<file path="src/rtl/axi_arbiter.sv">
// Two-to-one AXI4-Lite arbiter: IFU (read-only) and LSU (read/write) share one slave.
// One whole transaction at a time, round-robin on ties, combinational routing from the owner state.
module axi_arbiter (
    input  logic        clock,
    input  logic        reset,

    input  logic [31:0] ifu_araddr,
    input  logic        ifu_arvalid,
    output logic        ifu_arready,
    output logic [31:0] ifu_rdata,
    output logic [1:0]  ifu_rresp,
    output logic        ifu_rvalid,
    input  logic        ifu_rready,

    input  logic [31:0] lsu_araddr,
    input  logic        lsu_arvalid,
    output logic        lsu_arready,
    output logic [31:0] lsu_rdata,
    output logic [1:0]  lsu_rresp,
    output logic        lsu_rvalid,
    input  logic        lsu_rready,
    input  logic [31:0] lsu_awaddr,
    input  logic        lsu_awvalid,
    output logic        lsu_awready,
    input  logic [31:0] lsu_wdata,
    input  logic [3:0]  lsu_wstrb,
    input  logic        lsu_wvalid,
    output logic        lsu_wready,
    output logic [1:0]  lsu_bresp,
    output logic        lsu_bvalid,
    input  logic        lsu_bready,

    output logic [31:0] s_araddr,
    output logic        s_arvalid,
    input  logic        s_arready,
    input  logic [31:0] s_rdata,
    input  logic [1:0]  s_rresp,
    input  logic        s_rvalid,
    output logic        s_rready,
    output logic [31:0] s_awaddr,
    output logic        s_awvalid,
    input  logic        s_awready,
    output logic [31:0] s_wdata,
    output logic [3:0]  s_wstrb,
    output logic        s_wvalid,
    input  logic        s_wready,
    input  logic [1:0]  s_bresp,
    input  logic        s_bvalid,
    output logic        s_bready
);

    typedef enum logic [3:0] {
        ST_IDLE   = 4'b0001,
        ST_RD_IFU = 4'b0010,
        ST_RD_LSU = 4'b0100,
        ST_WR_LSU = 4'b1000
    } state_t;

    state_t r_state;
    state_t w_state_next;
    logic   r_last;        // 0 = IFU granted most recently, 1 = LSU
    logic   w_last_next;
    logic   w_ifu_req;
    logic   w_lsu_req;

    assign w_ifu_req = ifu_arvalid;
    assign w_lsu_req = lsu_arvalid | lsu_awvalid;

    always_ff @(posedge clock) begin
        if (reset) begin
            r_state <= ST_IDLE;
            r_last  <= 1'b1;
        end else begin
            r_state <= w_state_next;
            r_last  <= w_last_next;
        end
    end

    always_comb begin
        w_state_next = r_state;
        w_last_next  = r_last;

        ifu_arready = 1'b0;
        ifu_rdata   = 32'h0;
        ifu_rresp   = 2'b00;
        ifu_rvalid  = 1'b0;
        lsu_arready = 1'b0;
        lsu_rdata   = 32'h0;
        lsu_rresp   = 2'b00;
        lsu_rvalid  = 1'b0;
        lsu_awready = 1'b0;
        lsu_wready  = 1'b0;
        lsu_bresp   = 2'b00;
        lsu_bvalid  = 1'b0;

        s_araddr  = 32'h0;
        s_arvalid = 1'b0;
        s_rready  = 1'b0;
        s_awaddr  = 32'h0;
        s_awvalid = 1'b0;
        s_wdata   = 32'h0;
        s_wstrb   = 4'h0;
        s_wvalid  = 1'b0;
        s_bready  = 1'b0;

        case (r_state)
            ST_IDLE: begin
                // On a tie the master not named by r_last wins; an LSU read beats its own write.
                if (w_ifu_req && (!w_lsu_req || r_last)) begin
                    w_state_next = ST_RD_IFU;
                    w_last_next  = 1'b0;
                end else if (w_lsu_req) begin
                    w_state_next = lsu_arvalid ? ST_RD_LSU : ST_WR_LSU;
                    w_last_next  = 1'b1;
                end
            end

            ST_RD_IFU: begin
                s_araddr    = ifu_araddr;
                s_arvalid   = ifu_arvalid;
                s_rready    = ifu_rready;
                ifu_arready = s_arready;
                ifu_rvalid  = s_rvalid;
                ifu_rdata   = s_rdata;
                ifu_rresp   = s_rresp;
                if (s_rvalid && ifu_rready) begin
                    w_state_next = ST_IDLE;
                end
            end

            ST_RD_LSU: begin
                s_araddr    = lsu_araddr;
                s_arvalid   = lsu_arvalid;
                s_rready    = lsu_rready;
                lsu_arready = s_arready;
                lsu_rvalid  = s_rvalid;
                lsu_rdata   = s_rdata;
                lsu_rresp   = s_rresp;
                if (s_rvalid && lsu_rready) begin
                    w_state_next = ST_IDLE;
                end
            end

            ST_WR_LSU: begin
                s_awaddr    = lsu_awaddr;
                s_awvalid   = lsu_awvalid;
                s_wdata     = lsu_wdata;
                s_wstrb     = lsu_wstrb;
                s_wvalid    = lsu_wvalid;
                s_bready    = lsu_bready;
                lsu_awready = s_awready;
                lsu_wready  = s_wready;
                lsu_bvalid  = s_bvalid;
                lsu_bresp   = s_bresp;
                if (s_bvalid && lsu_bready) begin
                    w_state_next = ST_IDLE;
                end
            end

            default: begin
                w_state_next = ST_IDLE;
            end
        endcase
    end

endmodule

</file>
<file path="config.mk">
export PLATFORM = sky130hd
export DESIGN_NAME = axi_arbiter
export DESIGN_NICKNAME = d
export VERILOG_FILES = /design/src/rtl/axi_arbiter.sv
export SDC_FILE = /design/constraint.sdc
export NUM_CORES = 1
export LEC_CHECK = 0
export CORE_AREA = 2 2 142 144
export DETAILED_ROUTE_END_ITERATION = 7
export DIE_AREA = 0 0 144 146
export DONT_BUFFER_PORTS = 1
export PLACE_DENSITY = 0.32
export SETUP_SLACK_MARGIN = 0.05
export SKIP_CTS_REPAIR_TIMING = 1
export SYNTH_ARGS = -nofsm -noshare
export SYNTH_HDL_FRONTEND = slang
export SYNTH_SLANG_ARGS = --single-unit
</file>
<file path="constraint.sdc">
create_clock -name clock -period 1.6 [get_ports clock]
set_clock_uncertainty 0.05 [all_clocks]
set_input_delay 0.32 -clock clock [delete_from_list [all_inputs] [get_ports clock]]
set_output_delay 0.32 -clock clock [all_outputs]
set_load 0.01 [all_outputs]
</file>
==> results of run 1 <==
-- per-layer routing --
| layer | share of wire [%] | global-route usage, % |
|---|---|---|
| met1 | 37 | 6.634 |
| met2 | 55 | 11.60 |
| met3 | 8.2 | 1.579 |
| met4 | 0.32 | 1.029 |
| met5 | 0 | 0 |
-- power by group through the flow --
stage | Sequential, mW | Combinational, mW | Clock [mW]
6_report | 0.180 | 0.637 | 0.419
5_1_grt | 0.183 | 0.676 | 0.432
4_1_cts | 0.180 | 0.373 | 0.423
3_5_place_dp | 0.182 | 0.371 | 0
3_3_place_gp | 0.181 | 0.369 | 0
2_1_floorplan | 0.181 | 0.307 | 0
-- flip-flops by register name, indices dropped and copies added, names as in the netlist --
signal,flops
r_last,1
r_state,4
-- placed cells by master (no fill, tap or decap), types with 2 or more instances in the layout --
master,Yosys,layout
and2_4,0,113
a22o_4,0,34
and2_1,141,34
clkbuf_16,0,13
buf_4,0,11
buf_12,0,9
nand2_1,6,6
nor4b_4,4,4
buf_6,0,4
nor2_1,3,3
a32oi_1,2,2
a21o_1,2,2
a21oi_1,2,2
buf_8,0,2
dfxtp_2,0,2
dfxtp_4,0,2
-- cell families (layout without fill, tap and decap cells) --
logic type             Yosys count  count (layout)  share of synthesized area, %
and+or+nand+nor                164             164                         65.88
buffers and inverters           22              41                         5.851
AOI/OAI and AO/OA               43              43                         22.19
DFF                              5               5                         6.079
-- area by class of cell --
class,instances,area (um2)
well taps,265,331.6
fillers,2153,16180
multi-input cells,207,2023
repair buffers,37,615.6
flip-flops and latches,5,110.1
clock buffers,4,78.83
-- worst max-delay path by stage --
stage	start	endpoint	slack, ns
2_1_floorplan	r_state[2]	s_awaddr[10]	-0.004
6_report	r_state[2]	ifu_rdata[2]	-0.29
3_3_place_gp	r_state[3]	ifu_rdata[29]	-0.06
4_1_cts	r_state[3]	ifu_rdata[26]	-0.34
3_5_place_dp	r_state[3]	ifu_rdata[26]	-0.09
5_1_grt	r_state[2]	ifu_rdata[31]	-0.37
==> results.md, run 1 <==
- Status: complete, but fails checks
- Failing checks: negative setup slack
- Synthesized Nets: 416
- Reg2Reg Launch Point: r_state[2]
- Min Tclk post-route: 1.890 ns
- Drt first pass iters: 4
- Async S/R FF share, synth: 0%
- Cell row count: 51
- RSZ-0062 raised after global routing: yes
- Inserted Diodes: 0
- HP Class: input port to flip-flop
- Hold endpoint: r_state[2]
- Tot Pwr: 1.236 mW
- Internal power: 825.2 uW
- Data required time of the worst path: 1.23 ns
- Max-cap violations: 0
- R2R Path End: r_state[0]
- Total grt overflow: 0
- Clk sinks: 5
- Register-to-register setup slack: -0.06 ns
- Drt drc: 0
- Final Util: 16.34%
- Root buffer cell: clkbuf_16
- CTS Buffer Depth: 2
- Area contributors post-synth: and2_1, a22o_1, dfxtp_1, nor4b_4, and2_2
- Sequential area share after synthesis: 6.079%
- Largest net degree at the start of global routing: 79
- Fin crit share: 118.1%
- Leading area contributor after synthesis: and2_1
- Netlist cell types: 19
- Post-DP Area: 0.002042 mm2
- Flops & latches, synth: 5
- Worst-Margin Slew: 0.3218 ns
- CP delay by family, top: simple AND/OR/NAND/NOR gates
- Crit-path cells: nor4b_4 -> buf_4 -> clkbuf_16 -> and2_4
- Routed length per instance: 21.21 um
- Most common cell in the netlist: and2_1
- Core ar.: 0.01933 mm2
- Leakage Power: 1.363 nW
- Nets: 436
- Fin cells: 518
- IO Count: 364
- Die Y: 146 um
- Slowest CP cell: dfxtp_4
- DR iter-0 viols: 100
- Slew headroom: 78.46%
- Initial antenna violation count: 0
- H-tree depth: 1
- Final HPWL DP: 6574 um
- Max Slew Vio Count: 0
- Worst IR Drop VDD: 0.2356 mV
- Worst reg-to-reg path cell count: 6
- Final setup vio count: 184
- Most common library cells after synthesis: and2_1, a22o_1, clkbuf_1, buf_2, and2_2
- Layout area overhead: 91.87%
- Startpoint types: flip-flop
- CTS tree: done
- DR vias: 1,977
- FMAX: 529.1 MHz
- Share of post-route cells with drive strength above 1: 77.47%
- Worst setup margin: -0.2899 ns
- Comb pwr share: 51.5%
- Num CTS Buffers: 3
- Total GRT Usage: 6.042%
- Clock power frac: 33.9%
- CP Capture Type: primary output
- PortBufs: 0
- Psw: 410.3 uW
- Vias in the first global route: 1,603
- Mapped Area: 0.001647 mm2
- Arrival @ worst endpoint: 1.52 ns
- Yosys Warn Count: 0
- WS Path Type: flip-flop to primary output
- Sequential share of power: 14.6%
- Die Wd: 144 um
- Crit path depth: 4
- Crit path max fanout: 7
- Post-Place Setup Slack: -0.09387 ns
- Hold Path Stages: 1
- Global-route wire length before repair: 9653 um
- Final Hold Viols: 0
- Ys flop type: dfxtp_1
- Post-synth top area share: 53.57%
- Synthesized area per cell: 7.037 um2
- Cell count after placement: 485
- Initial core utilization: 8.516%
- Clk_lat worst skew: 0.23 ns
- Final Cell Area: 0.003159 mm2
- Post-DRT Antenna Nets: 0
- Worst path bufs/invs: 2
- Die footprint: 0.02102 mm2
- Number of synthesized flops with an enable pin: 0
- Hold path start: reset
- Switching Share: 33.21%
- Pwr Density: 391.1 mW/mm2
- Vias per std cell: 3.817
- GP Congestion: 0.7390
- Final setup TNS: -42.02 ns
- Clk slew on worst S/H paths: 0.03 ns
- Hold slack final: 0.1056 ns
- Routed wire length: 10,990 um
- Post-Synthesis Cells: 234
- Largest stage delay, worst path: 0.36 ns
(Power assumes the default switching activity.)
==> inputs of run 2 (changes only) <==
- CAP_MARGIN: default -> 20
==> results of run 2 <==
Same layout as run 1: the final DEF is identical, and so are final timing and power.
==> inputs of run 3 (changes only) <==
- CELL_PAD_IN_SITES_DETAIL_PLACEMENT: default -> 0
- CELL_PAD_IN_SITES_GLOBAL_PLACEMENT: default -> 1
- CORE_AREA: 2 2 142 144 -> 2 2 143 145
- DIE_AREA: 0 0 144 146 -> 0 0 145 147
- PLACE_DENSITY: 0.32 -> 0.4
- REMOVE_ABC_BUFFERS: default -> 1
==> run 3 against run 2 <==
Compared with the run above: the run still ends with negative setup slack left; worst hold slack better by 0.0036 ns; combinational power down 19%; via count increased by 2.4%; count of clock-buffer cells in the layout unchanged; clock power is 1% lower; largest power group unchanged; setup slack got worse by 0.0043 ns; non-clock buffer count increased by 2; cell area fell by 11%; first-iteration DRC count shrank 8.0%; utilization down 2.1 points; register-to-register slack improved by 0.07 ns.
==> results.md, run 3 (synthesis results as in run 1) <==
- Psw: 372.1 uW (-9.3%)
- DR vias: 2,024 (+2.4%)
- Failing checks: negative setup slack
- Die Y: 147 um (+0.68%)
- Data required time of the worst path: 1.23 ns (about the same)
- RSZ-0062 raised after global routing: yes
- Final setup vio count: 182 (-1.1%)
- FMAX: 527.9 MHz (-0.23%)
- Largest net degree at the start of global routing: 79 (unchanged)
- Share of post-route cells with drive strength above 1: 57.65% (-20 points)
- Die footprint: 0.02132 mm2 (+1.4%)
- Register-to-register setup slack: 0.01 ns (+0.07 ns)
- PortBufs: 0 (unchanged)
- Global-route wire length before repair: 9563 um (-0.93%)
- Worst reg-to-reg path cell count: 6 (unchanged)
- WS Path Type: flip-flop to primary output
- Fin crit share: 118.4% (+0.27 points)
- Post-DRT Antenna Nets: 0 (unchanged)
- Nets: 438 (+0.46%)
- Worst-Margin Slew: 0.2831 ns (-0.03869 ns)
- Internal power: 739.1 uW (-10%)
- Final Hold Viols: 0 (unchanged)
- Worst IR Drop VDD: 0.2399 mV (+1.8%)
- Root buffer cell: clkbuf_16
- Vias per std cell: 3.848 (+0.82%)
- Final HPWL DP: 6871 um (+4.5%)
- Reg2Reg Launch Point: r_state[3]
- Vias in the first global route: 1,436 (-10%)
- Drt first pass iters: 4 (unchanged)
- Cell row count: 52 (+2.0%)
- Crit path max fanout: 7 (unchanged)
- Startpoint types: flip-flop
- Max-cap violations: 0 (unchanged)
- Layout area overhead: 71.05%
- Clk slew on worst S/H paths: 0.03 ns (about the same)
- Commonest non-fill, non-tap cell in the layout: and2_4
- Initial core utilization: 8.298% (-0.22 points)
- Slew headroom: 81.05% (+2.6 points)
- Post-DP Area: 0.002021 mm2 (-1.0%)
- DR iter-0 viols: 92 (-8.0%)
- Hold slack final: 0.1092 ns (+0.003597 ns)
- Final setup TNS: -41.80 ns (+0.2207 ns)
- Max FFs per register: 4 (unchanged)
- Core ar.: 0.01984 mm2 (+2.6%)
- Hold path start: reset
- Fillers: 2,264 (+5.2%)
- Routed length per instance: 19.95 um (-5.9%)
- Clk sinks: 5 (unchanged)
- Die Wd: 145 um (+0.69%)
- Post-Place Setup Slack: -0.1618 ns (-0.06795 ns)
- Tot Pwr: 1.111 mW (-10%)
- Pwr Density: 394.5 mW/mm2 (+0.88%)
- IO Count: 364 (unchanged)
- Min Tclk post-route: 1.894 ns (+0.004313 ns)
- Max Slew Vio Count: 0 (unchanged)
- Total grt overflow: 0 (unchanged)
- Num CTS Buffers: 3 (unchanged)
- Routed wire length: 10,490 um (-4.5%)
- Status: complete, but fails checks
- H-tree depth: 1 (unchanged)
- Clk_lat worst skew: 0.23 ns (about the same)
- Final Cell Area: 0.002816 mm2 (-11%)
- Leakage Power: 1.134 nW (-17%)
- Commonest non-fill, non-tap cells in the layout: and2_4, and2_1, a22o_1
- CP Capture Type: primary output
- Sequential share of power: 16.4% (+1.8 points)
- Switching Share: 33.48% (+0.27 points)
- Initial antenna violation count: 0 (unchanged)
- Setup crit start: r_state[2]
- Hold endpoint: r_state[2]
- GP Congestion: 0.7659 (+3.6%)
- Fin cells: 526 (+1.5%)
- Hold Path Stages: 1 (unchanged)
- R2R Path End: r_state[1]
- CTS Buffer Depth: 2 (unchanged)
- Worst setup margin: -0.2943 ns (-0.004313 ns)
- Reg with most FFs: r_state
- Final Util: 14.19% (-2.1 points)
- Regs by FF count: r_state: 4 flops, r_last: 1 flops
- CTS tree: done
- Cell count after placement: 493 (+1.6%)
- HP Class: input port to flip-flop
- Comb pwr share: 46.3% (-5.2 points)
- Clock power frac: 37.3% (+3.4 points)
- Total GRT Usage: 6.074% (+0.032 points)
- Arrival @ worst endpoint: 1.52 ns (about the same)
- Drt drc: 0 (unchanged)
==> run 3: changes by cell type in the layout (fill, tap and decap cells not counted), sizes merged <==
cell,previous run,this run
clkbuf,14,13
diode,0,1
buf,27,30
==> run 3: how the worst max path moves through the flow <==
stage	to	slack, ns
2_1_floorplan	s_araddr[0]	-1.11
3_3_place_gp	s_araddr[8]	-0.1
3_5_place_dp	s_araddr[15]	-0.16
4_1_cts	s_araddr[15]	-0.41
5_1_grt	s_araddr[15]	-0.34
6_report	s_wdata[9]	-0.29
==> run 3: critical path, cell delays in order (launching register included) <==
cell and delay, ns:
dfxtp_4 0.36, nor4b_4 0.28, buf_6 0.21, buf_12 0.14, clkbuf_16 0.14, and2_4 0.16
==> run 3: area by class of cell <==
class,instances,area (um2),area share (%)
diodes,1,2.502,0.08885
repair buffers,39,594.3,21.10
flip-flops and latches,5,107.6,3.821
well taps,270,337.8,11.99
clock buffers,4,78.83,2.799
multi-input cells,207,1695,60.20
==> run 3: metal layers <==
metal / track usage (%) / share of wire, % / up-vias / wire [um]
met4: 2.376 / 0.91 / 0 / 95
met5: 0 / 0 / - / 0
met2: 8.190 / 47 / 169 / 4943
met1: 9.050 / 43 / 1026 / 4536
met3: 1.553 / 8.8 / 4 / 920
li1: - / - / 825 / -
==> run 3: power by group through the flow <==
stage | Combinational, mW | Clock, mW | Sequential (mW)
after floorplan | 0.279 | 0 | 0.178
after global placement | 0.374 | 0 | 0.178
after detailed placement | 0.377 | 0 | 0.180
after CTS | 0.377 | 0.419 | 0.179
after global routing | 0.549 | 0.433 | 0.186
final | 0.514 | 0.414 | 0.183
